## config.mk

```make
export PLATFORM = sky130hd
export DESIGN_NAME = iodelay_bitslip_align
export DESIGN_NICKNAME = d
export VERILOG_FILES = /design/src/rtl/iodelay_bitslip_align.sv
export SDC_FILE = /design/constraint.sdc
export NUM_CORES = 1
export LEC_CHECK = 0
export CAP_MARGIN = 25
export CORE_MARGIN = 8
export CORE_UTILIZATION = 39
export CTS_CLUSTER_DIAMETER = 120
export CTS_CLUSTER_SIZE = 14
export DETAILED_ROUTE_END_ITERATION = 8
export GPL_TIMING_DRIVEN = 0
export SLEW_MARGIN = 20
export SYNTH_ARGS = -nofsm -noshare
export SYNTH_HDL_FRONTEND = slang
export SYNTH_SLANG_ARGS = --single-unit
```

## constraint.sdc

```tcl
create_clock -name clk -period 4.8 [get_ports clk]
set_input_delay 0.72 -clock clk [delete_from_list [all_inputs] [get_ports clk]]
set_output_delay 0.72 -clock clk [all_outputs]
set_load 0.005 [all_outputs]
```

## src/rtl/iodelay_bitslip_align.sv

```systemverilog
// Per-channel LVDS alignment engine: sweeps IODELAY taps, centres on the first data eye,
// then bitslips the ISERDES until the training word is seen. ALIGN_DEBUG_EN adds debug ports.
module iodelay_bitslip_align #(
  parameter int unsigned       DATA_W     = 8,
  parameter int unsigned       TAP_W      = 5,
  parameter int unsigned       NUM_TAPS   = 32,
  parameter int unsigned       SETTLE_CYC = 8,
  parameter int unsigned       CHECK_CYC  = 16,
  parameter logic [DATA_W-1:0] TRAIN_PAT  = 8'h2C
) (
  input  logic              clk,
  input  logic              rst_n,
  input  logic              start_align_i,
  input  logic [3:0]        chan_sel_i,
  input  logic [DATA_W-1:0] data_in_i,
  output logic              idelay_rst_o,
  output logic              idelay_ce_o,
  output logic              idelay_inc_o,
  output logic              bitslip_o,
  output logic [TAP_W-1:0]  tap_value_o,
  output logic              data_aligned_o,
  output logic              align_fail_o,
  output logic              busy_o,
  output logic [3:0]        active_chan_o
`ifdef ALIGN_DEBUG_EN
  ,
  output logic [TAP_W-1:0]  eye_start_o,
  output logic [TAP_W-1:0]  eye_end_o,
  output logic [3:0]        slip_cnt_o
`endif
);

  localparam int unsigned CntMax = (SETTLE_CYC > CHECK_CYC) ? SETTLE_CYC : CHECK_CYC;
  localparam int unsigned CntW   = $clog2(CntMax);

  localparam logic [CntW-1:0]  SettleLast = CntW'(SETTLE_CYC - 1);
  localparam logic [CntW-1:0]  CheckLast  = CntW'(CHECK_CYC - 1);
  localparam logic [TAP_W-1:0] TapLast    = TAP_W'(NUM_TAPS - 1);
  localparam logic [3:0]       SlipMax    = 4'(DATA_W);

  typedef enum logic [3:0] {
    StIdle,
    StDlyRst,
    StSettle,
    StCheck,
    StStep,
    StCenter,
    StCenterStep,
    StSlipCheck,
    StDone,
    StFail
  } state_e;

  state_e            state_q;
  logic [CntW-1:0]   cnt_q;
  logic [TAP_W-1:0]  tap_q;
  logic [TAP_W-1:0]  center_q;
  logic [TAP_W-1:0]  eye_start_q;
  logic [TAP_W-1:0]  eye_end_q;
  logic              eye_found_q;
  logic              eye_closed_q;
  logic [DATA_W-1:0] first_q;
  logic              stable_q;
  logic              match_q;
  logic              slip_phase_q;
  logic              gap_q;
  logic [3:0]        slip_cnt_q;
  logic [3:0]        chan_q;
  logic              busy_q;
  logic              align_fail_q;
  logic              idelay_rst_q;
  logic              idelay_ce_q;
  logic              bitslip_q;
  logic              data_aligned_q;

`ifdef ALIGN_DEBUG_EN
  logic [TAP_W-1:0]  dbg_eye_start_q;
  logic [TAP_W-1:0]  dbg_eye_end_q;
  logic [3:0]        dbg_slip_cnt_q;
`endif

  logic [TAP_W:0]    eye_sum;
  logic [TAP_W-1:0]  centre;
  logic              word_eq;
  logic              stab_now;
  logic              pat_eq;

  // Sum is one bit wider so the floor average never overflows.
  assign eye_sum  = {1'b0, eye_start_q} + {1'b0, eye_end_q};
  assign centre   = eye_sum[TAP_W:1];
  assign word_eq  = (data_in_i == first_q);
  assign stab_now = stable_q & word_eq;
  assign pat_eq   = (data_in_i == TRAIN_PAT);

  always_ff @(posedge clk or negedge rst_n) begin
    if (!rst_n) begin
      state_q        <= StIdle;
      cnt_q          <= '0;
      tap_q          <= '0;
      center_q       <= '0;
      eye_start_q    <= '0;
      eye_end_q      <= '0;
      eye_found_q    <= 1'b0;
      eye_closed_q   <= 1'b0;
      first_q        <= '0;
      stable_q       <= 1'b0;
      match_q        <= 1'b0;
      slip_phase_q   <= 1'b0;
      gap_q          <= 1'b0;
      slip_cnt_q     <= '0;
      chan_q         <= '0;
      busy_q         <= 1'b0;
      align_fail_q   <= 1'b0;
      idelay_rst_q   <= 1'b0;
      idelay_ce_q    <= 1'b0;
      bitslip_q      <= 1'b0;
      data_aligned_q <= 1'b0;
`ifdef ALIGN_DEBUG_EN
      dbg_eye_start_q <= '0;
      dbg_eye_end_q   <= '0;
      dbg_slip_cnt_q  <= '0;
`endif
    end else begin
      idelay_rst_q   <= 1'b0;
      idelay_ce_q    <= 1'b0;
      bitslip_q      <= 1'b0;
      data_aligned_q <= 1'b0;
      // Busy covers the data_aligned cycle and drops on the one after it.
      if (data_aligned_q) busy_q <= 1'b0;

      unique case (state_q)
        StIdle: begin
          if (start_align_i && !busy_q) begin
            chan_q       <= chan_sel_i;
            align_fail_q <= 1'b0;
            busy_q       <= 1'b1;
            state_q      <= StDlyRst;
          end
        end

        StDlyRst: begin
          idelay_rst_q <= 1'b1;
          tap_q        <= '0;
          eye_start_q  <= '0;
          eye_end_q    <= '0;
          eye_found_q  <= 1'b0;
          eye_closed_q <= 1'b0;
          slip_cnt_q   <= '0;
          slip_phase_q <= 1'b0;
          cnt_q        <= '0;
          state_q      <= StSettle;
        end

        StSettle: begin
          if (cnt_q == SettleLast) begin
            cnt_q   <= '0;
            state_q <= slip_phase_q ? StSlipCheck : StCheck;
          end else begin
            cnt_q <= cnt_q + CntW'(1);
          end
        end

        StCheck: begin
          if (cnt_q == '0) begin
            first_q  <= data_in_i;
            stable_q <= 1'b1;
            cnt_q    <= cnt_q + CntW'(1);
          end else if (cnt_q == CheckLast) begin
            cnt_q   <= '0;
            state_q <= StStep;
            // Keep only the first eye; the first unstable tap after it closes the sweep.
            if (stab_now) begin
              if (!eye_found_q) begin
                eye_found_q <= 1'b1;
                eye_start_q <= tap_q;
                eye_end_q   <= tap_q;
              end else if (!eye_closed_q) begin
                eye_end_q <= tap_q;
              end
            end else if (eye_found_q) begin
              eye_closed_q <= 1'b1;
            end
          end else begin
            if (!word_eq) stable_q <= 1'b0;
            cnt_q <= cnt_q + CntW'(1);
          end
        end

        StStep: begin
          if ((tap_q != TapLast) && !eye_closed_q) begin
            idelay_ce_q <= 1'b1;
            tap_q       <= tap_q + TAP_W'(1);
            state_q     <= StSettle;
          end else begin
            state_q <= StCenter;
          end
        end

        StCenter: begin
          if (!eye_found_q) begin
            state_q <= StFail;
          end else begin
            idelay_rst_q <= 1'b1;
            tap_q        <= '0;
            center_q     <= centre;
            gap_q        <= 1'b1;
            state_q      <= StCenterStep;
          end
        end

        StCenterStep: begin
          if (tap_q == center_q) begin
            slip_phase_q <= 1'b1;
            cnt_q        <= '0;
            state_q      <= StSettle;
          end else if (gap_q) begin
            gap_q <= 1'b0;
          end else begin
            idelay_ce_q <= 1'b1;
            tap_q       <= tap_q + TAP_W'(1);
            gap_q       <= 1'b1;
          end
        end

        StSlipCheck: begin
          if (cnt_q == CheckLast) begin
            cnt_q <= '0;
            if (match_q && pat_eq) begin
              state_q <= StDone;
            end else if (slip_cnt_q < SlipMax) begin
              bitslip_q  <= 1'b1;
              slip_cnt_q <= slip_cnt_q + 4'd1;
              state_q    <= StSettle;
            end else begin
              state_q <= StFail;
            end
          end else begin
            match_q <= (cnt_q == '0) ? pat_eq : (match_q & pat_eq);
            cnt_q   <= cnt_q + CntW'(1);
          end
        end

        StDone: begin
          data_aligned_q <= 1'b1;
          state_q        <= StIdle;
`ifdef ALIGN_DEBUG_EN
          dbg_eye_start_q <= eye_start_q;
          dbg_eye_end_q   <= eye_end_q;
          dbg_slip_cnt_q  <= slip_cnt_q;
`endif
        end

        StFail: begin
          align_fail_q   <= 1'b1;
          data_aligned_q <= 1'b1;
          state_q        <= StIdle;
`ifdef ALIGN_DEBUG_EN
          dbg_eye_start_q <= eye_start_q;
          dbg_eye_end_q   <= eye_end_q;
          dbg_slip_cnt_q  <= slip_cnt_q;
`endif
        end

        default: state_q <= StIdle;
      endcase
    end
  end

  assign idelay_rst_o   = idelay_rst_q;
  assign idelay_ce_o    = idelay_ce_q;
  assign idelay_inc_o   = 1'b1;
  assign bitslip_o      = bitslip_q;
  assign tap_value_o    = tap_q;
  assign data_aligned_o = data_aligned_q;
  assign align_fail_o   = align_fail_q;
  assign busy_o         = busy_q;
  assign active_chan_o  = chan_q;

`ifdef ALIGN_DEBUG_EN
  assign eye_start_o = dbg_eye_start_q;
  assign eye_end_o   = dbg_eye_end_q;
  assign slip_cnt_o  = dbg_slip_cnt_q;
`endif

endmodule

```

; ---- Word-level counts from Yosys, hierarchy flattened
; Index checks and enable logic that the tools add are counted.
[classes]
addsub = 4
n_lt_le_gt_ge = 1
n_eq_ne = 34
muxes = 70
bitwise = 3
reduce_logical = 31
[ops]
columns = operator, count
row1 = 5-bit two-way mux, 13
row2 = 4-bit two-way mux, 16
row3 = "2-bit inequality test, second input constant", 17
row4 = 4-bit case mux with 8 select lines, 1
row5 = 1-bit two-way mux, 26
row6 = "4-bit by 3-bit equality test with 1-bit output, second input constant", 5
row7 = 4-bit case mux with 5 select lines, 1
row8 = 5-bit case mux with 2 select lines, 2
row9 = 5-bit case mux with 4 select lines, 1
row10 = 5-bit AND reduction, 4
row11 = 1-bit case mux with 2 select lines, 7
row12 = 2-bit AND reduction, 7
row13 = "4-bit equality test, second input constant", 3
row14 = 2-bit nonzero test, 5
row15 = "4-bit by 1-bit adder with 4-bit output, second input constant", 2
row16 = "4-bit by 2-bit equality test with 1-bit output, second input constant", 2
row17 = "8-bit by 6-bit equality test with 1-bit output, second input constant", 1
row18 = 8-bit equality test, 1
row19 = 4-bit zero test, 2
row20 = 4-bit case mux with 2 select lines, 1
row21 = 4-bit AND reduction, 2
row22 = 5-bit by 5-bit adder with 6-bit output, 1
row23 = 3-bit two-way mux, 2
row24 = 3-bit AND reduction, 2
row25 = 15 further kinds, 19
[totals]
regBits = 56
input_bits = 15
output_inout_bits = 16
word_cells = 164

; ---- Depth between registers and ports, before layout
[depth]
ltp_word = 6
ltp_mapped = 8
depth_no_buf = 8

; ---- Worst setup path before layout
; No wires, ideal clock.
[synth_timing]
path_type = register -> register
from = register tap_q[0] (netlist: tap_value_o[0])
to = register tap_q[0] (netlist: tap_value_o[0])
setup_ns = 0.125
t_arrival_ns = 2.103
required_time_ns = 4.675
setup_slack_ns = 2.572
stages_incl_launch_ff = 9
n_path_buf = 0
synth_period_minus_slack_ns = 2.228
path_cell_list = dfrtp_1 -> ha_1 -> and3_1 -> ha_1 -> nor3_1 -> a2111oi_0 -> nor4_2 -> nand2_2 -> mux2_4
[synth_between]
elab_chain_cells = 4
elab_cells_between_ends = 11
cone_classes = 1 x add/sub / 4 x eq/ne / 4 x mux / 2 x reduce/logical
[synth_rtl]
columns = element, line
row1 = "start, declared", 56  ; logic [TAP_W-1:0] tap_q;
row2 = "start signal, assigned", 192  ; tap_q <= tap_q + TAP_W'(1);
row3 = "start signal, assigned", 220  ; tap_q <= tap_q + TAP_W'(1);
row4 = 5-bit by 1-bit adder with 5-bit output / 5-bit inequality test (equally long branches), "192, 220, 190"
row5 = 5-bit two-way mux / 1-bit logical AND (equally long branches), "216, 190"
row6 = 5-bit two-way mux / 2-bit inequality test (equally long branches), n/a
row7 = 5-bit case mux with 4 select lines / 5-bit AND reduction (equally long branches), n/a
; Several ways; a longest one is shown, not always the timed one. The select of a mux whose other input is x is not followed.
; A chain may end at the register's enable or synchronous reset.

; ---- Worst setup path in the final report
; Same ends and word-level chain as after synthesis.

==> flow_summary.json <==
{
  "netlist_top_cells_area": "dfrtp_1 (48%), mux2_2 (5.4%), a22o_1 (3.9%)",
  "dr.pass1.iters": 4,
  "yosys_warnings": 0,
  "finalInstanceArea_um2": 3456,
  "synth.avg_cell_area_um2": 11.04,
  "syn_area_um2": 2937,
  "ys_async_sr_fraction_pct": 100.0,
  "status": "completed",
  "cts.sinks": 56,
  "clock_path_buffers": 2,
  "path_max_fanout": 8,
  "clk_latency_ns": 0.31,
  "cts_made_buffers": 5,
  "drv_cap": 0,
  "worstPathRequired_ns": 5.00,
  "vias_per_cell": 5.254,
  "holdBufCountCts": 0,
  "cts_tree": "built",
  "dpl.hpwl_um": 4493,
  "r2r_cells": 8,
  "cp-start-kind": "flop",
  "place_area_um2": 3348,
  "worstHoldPathType": "in2async",
  "cts_resized": 0,
  "ys_seq_area_share_pct": 47.72,
  "place_congestion": 0.8216,
  "synth_top_area_share_pct": 47.72,
  "antenna_cells": 0,
  "start_util_pct": 40.27,
  "fp.dieH_um": 102.8,
  "nFillCells": 702,
  "setup_viol": 0,
  "drt_iter0_drc": 114,
  "wl_met3_um": 283,
  "worstSetupEndpointType": "flop",
  "vias": 2112,
  "wirelength_um": 6056,
  "cts_setup_buffers": 0,
  "drcViolationCount": 0,
  "grt_pass1_wl_um": 10260,
  "first_global_vias": 2063,
  "hold_violations": 0,
  "synth_ff_type": "dfrtp_1",
  "syn-num-nets": 291,
  "ir_worst_vdd_mv": 0.1211,
  "cts-root-buf": "clkbuf_8",
  "gr-total-overflow": 0,
  "path_class": "reg2reg",
  "min_period_ns": 2.535,
  "slew_headroom_pct": 51.93,
  "clkTransAtPathRegs_ns": 0.10,
  "highest_layer": "met4",
  "drive_gt1_share_pct": 16.17,
  "fin_crit_sh_pct": 52.81,
  "tns_ns": 0,
  "antenna_left": 0,
  "synthCells": 266,
  "rsz0062_at_grt": "no",
  "core_um2": 7292,
  "portBuffers": 29,
  "die-area_um2": 10560,
  "grt_max_degree": 57,
  "synth_cell_types": 57,
  "yosys.area.top_type": "dfrtp_1",
  "synth_seq_cells": 56,
  "p_leak_nw": 1.551,
  "num_rows": 31,
  "r2r_end": "tap_value_o[0]",
  "pin_count": 31,
  "synth_edf_count": 0,
  "max_freq_ghz": 0.3945,
  "r2r_slack_ns": 2.27,
  "final_nets": 327,
  "drt-met1-wl_um": 2966,
  "power_density_nw_per_um2": 235.6,
  "tightest_slew_ns": 0.7211,
  "r2r_start": "tap_value_o[0]",
  "slew_violations": 0,
  "antenna_found_initial": 0,
  "fin_skew_ns": 0.01147,
  "endpoint": "tap_value_o[0]",
  "wl_met2_um": 2730,
  "die_w_um": 102.8,
  "area_growth_pct": 17.68,
  "cp_data_arrival_time_ns": 2.74,
  "cp-startpoint": "tap_value_o[0]",
  "cts_max_level": 2,
  "grt_usage_pct": 12.35,
  "post_drt_wl_per_cell_um": 15.06
}
[metal layers]
metal | vias up | GRT usage (%)
li1 | 1041 | -
met1 | 1018 | 16.46
met2 | 48 | 19.68
met3 | 5 | 2.431
met4 | 0 | 3.893
met5 | - | 0
[how the worst min path moves through the flow]
| stage | start | endpoint |
|---|---|---|
| 2_1_floorplan | rst_n | active_chan_o[0] |
| 3_3_place_gp | data_aligned_o | busy_o |
| 3_5_place_dp | data_aligned_o | busy_o |
| 4_1_cts | data_aligned_o | busy_o |
| 5_1_grt | rst_n | slip_cnt_q[1] |
| 6_report | rst_n | slip_cnt_q[1] |
[state kept, by name, summed over array words and instances, names as in the netlist, 4 cells and up]
register       cells
active_chan_o      4
center_q           5
cnt_q              4
eye_end_q          5
eye_start_q        5
first_q            8
slip_cnt_q         4
state_q            4
tap_value_o        5
[cell type report]
type | count | area, um2 | area share (%)
inverter | 9 | 33.78 | 0.9776
clock buffer | 6 | 72.57 | 2.100
sequential | 56 | 1401 | 40.55
timing repair buffer | 29 | 287.8 | 8.327
buffer | 9 | 43.79 | 1.267
tap | 99 | 123.9 | 3.584
clock inverter | 2 | 35.03 | 1.014
multi-input combinational | 192 | 1458 | 42.18
[critical path, stage by stage, from the launching register on]
cell       delay [ns]
dfrtp_1          0.50
ha_1             0.27
and3_1           0.18
ha_1             0.23
nor3_1           0.17
a2111oi_0        0.10
nor4_2           0.48
nand2_2          0.18
mux2_4           0.32
[logic make-up after synthesis]
kind of cell    after synthesis  share of synthesized area (%)
buf+inv                      18                          2.642
simple gates                 84                          17.30
flops                        56                          47.72
compound gates               57                          13.89
other cells                   1                         0.1277
fa+ha+maj                    10                          4.516
mux                          21                          8.138
xor+xnor                     19                          5.667
[where the power goes]
group / total (mW) / internal [mW] / switching (mW)
clock network: 0.303 / 0.155 / 0.147
registers: 0.477 / 0.475 / 0.00211
logic: 0.0348 / 0.0180 / 0.0168
total: 0.814 / 0.648 / 0.166
[cell usage in the layout (no fill, tap or decap), drive strengths merged, types with 2 or more instances in the layout]
cell,Yosys,routed
a21oi,8,8
a22o,13,13
a31o,4,4
a31oi,5,5
and3,4,4
buf,6,7
clkbuf,3,9
clkdlybuf4s50,0,28
dfrtp,56,56
ha,9,9
inv,9,9
mux2,17,17
mux2i,4,4
nand2,21,21
nand2b,4,4
nand3,10,10
nand4,4,4
nor2,13,13
nor2b,4,4
nor3,8,8
nor3b,5,5
nor4b,2,2
o21ai,13,13
o41ai,3,3
or2,2,2
xnor2,12,12
xor2,7,7
[synthesized netlist by cell type (2+ instances only)]
master / instances
and3_1: 4
nor2_1: 12
a22o_1: 13
nor3b_2: 3
mux2_2: 14
mux2_4: 2
o41ai_1: 3
a31o_2: 3
or2_2: 2
nand2b_1: 4
o21ai_0: 13
dfrtp_1: 56
ha_1: 9
clkbuf_1: 3
xor2_1: 7
nand4_1: 4
nand3_1: 10
a31oi_1: 5
nand2_2: 2
xnor2_1: 12
nand2_1: 19
nor3_1: 5
mux2i_1: 4
nor3b_1: 2
inv_1: 9
buf_2: 5
nor2b_1: 4
nor3_2: 2
a21oi_1: 7
[through the flow]
step	instances	worst slack [ns]	total power, mW	hold slack (ns)	util, %
floorplan	266	2.572	0.4974	0.4244	-
global placement	394	1.228	0.5219	0.4379	45.95
detailed placement	394	2.096	0.5225	0.4477	45.92
CTS	402	2.251	0.8289	0.4653	47.39
global route	402	2.074	0.8464	0.5054	47.39
finish	402	2.265	0.8143	0.4445	47.39
(Power assumes the default switching activity.)
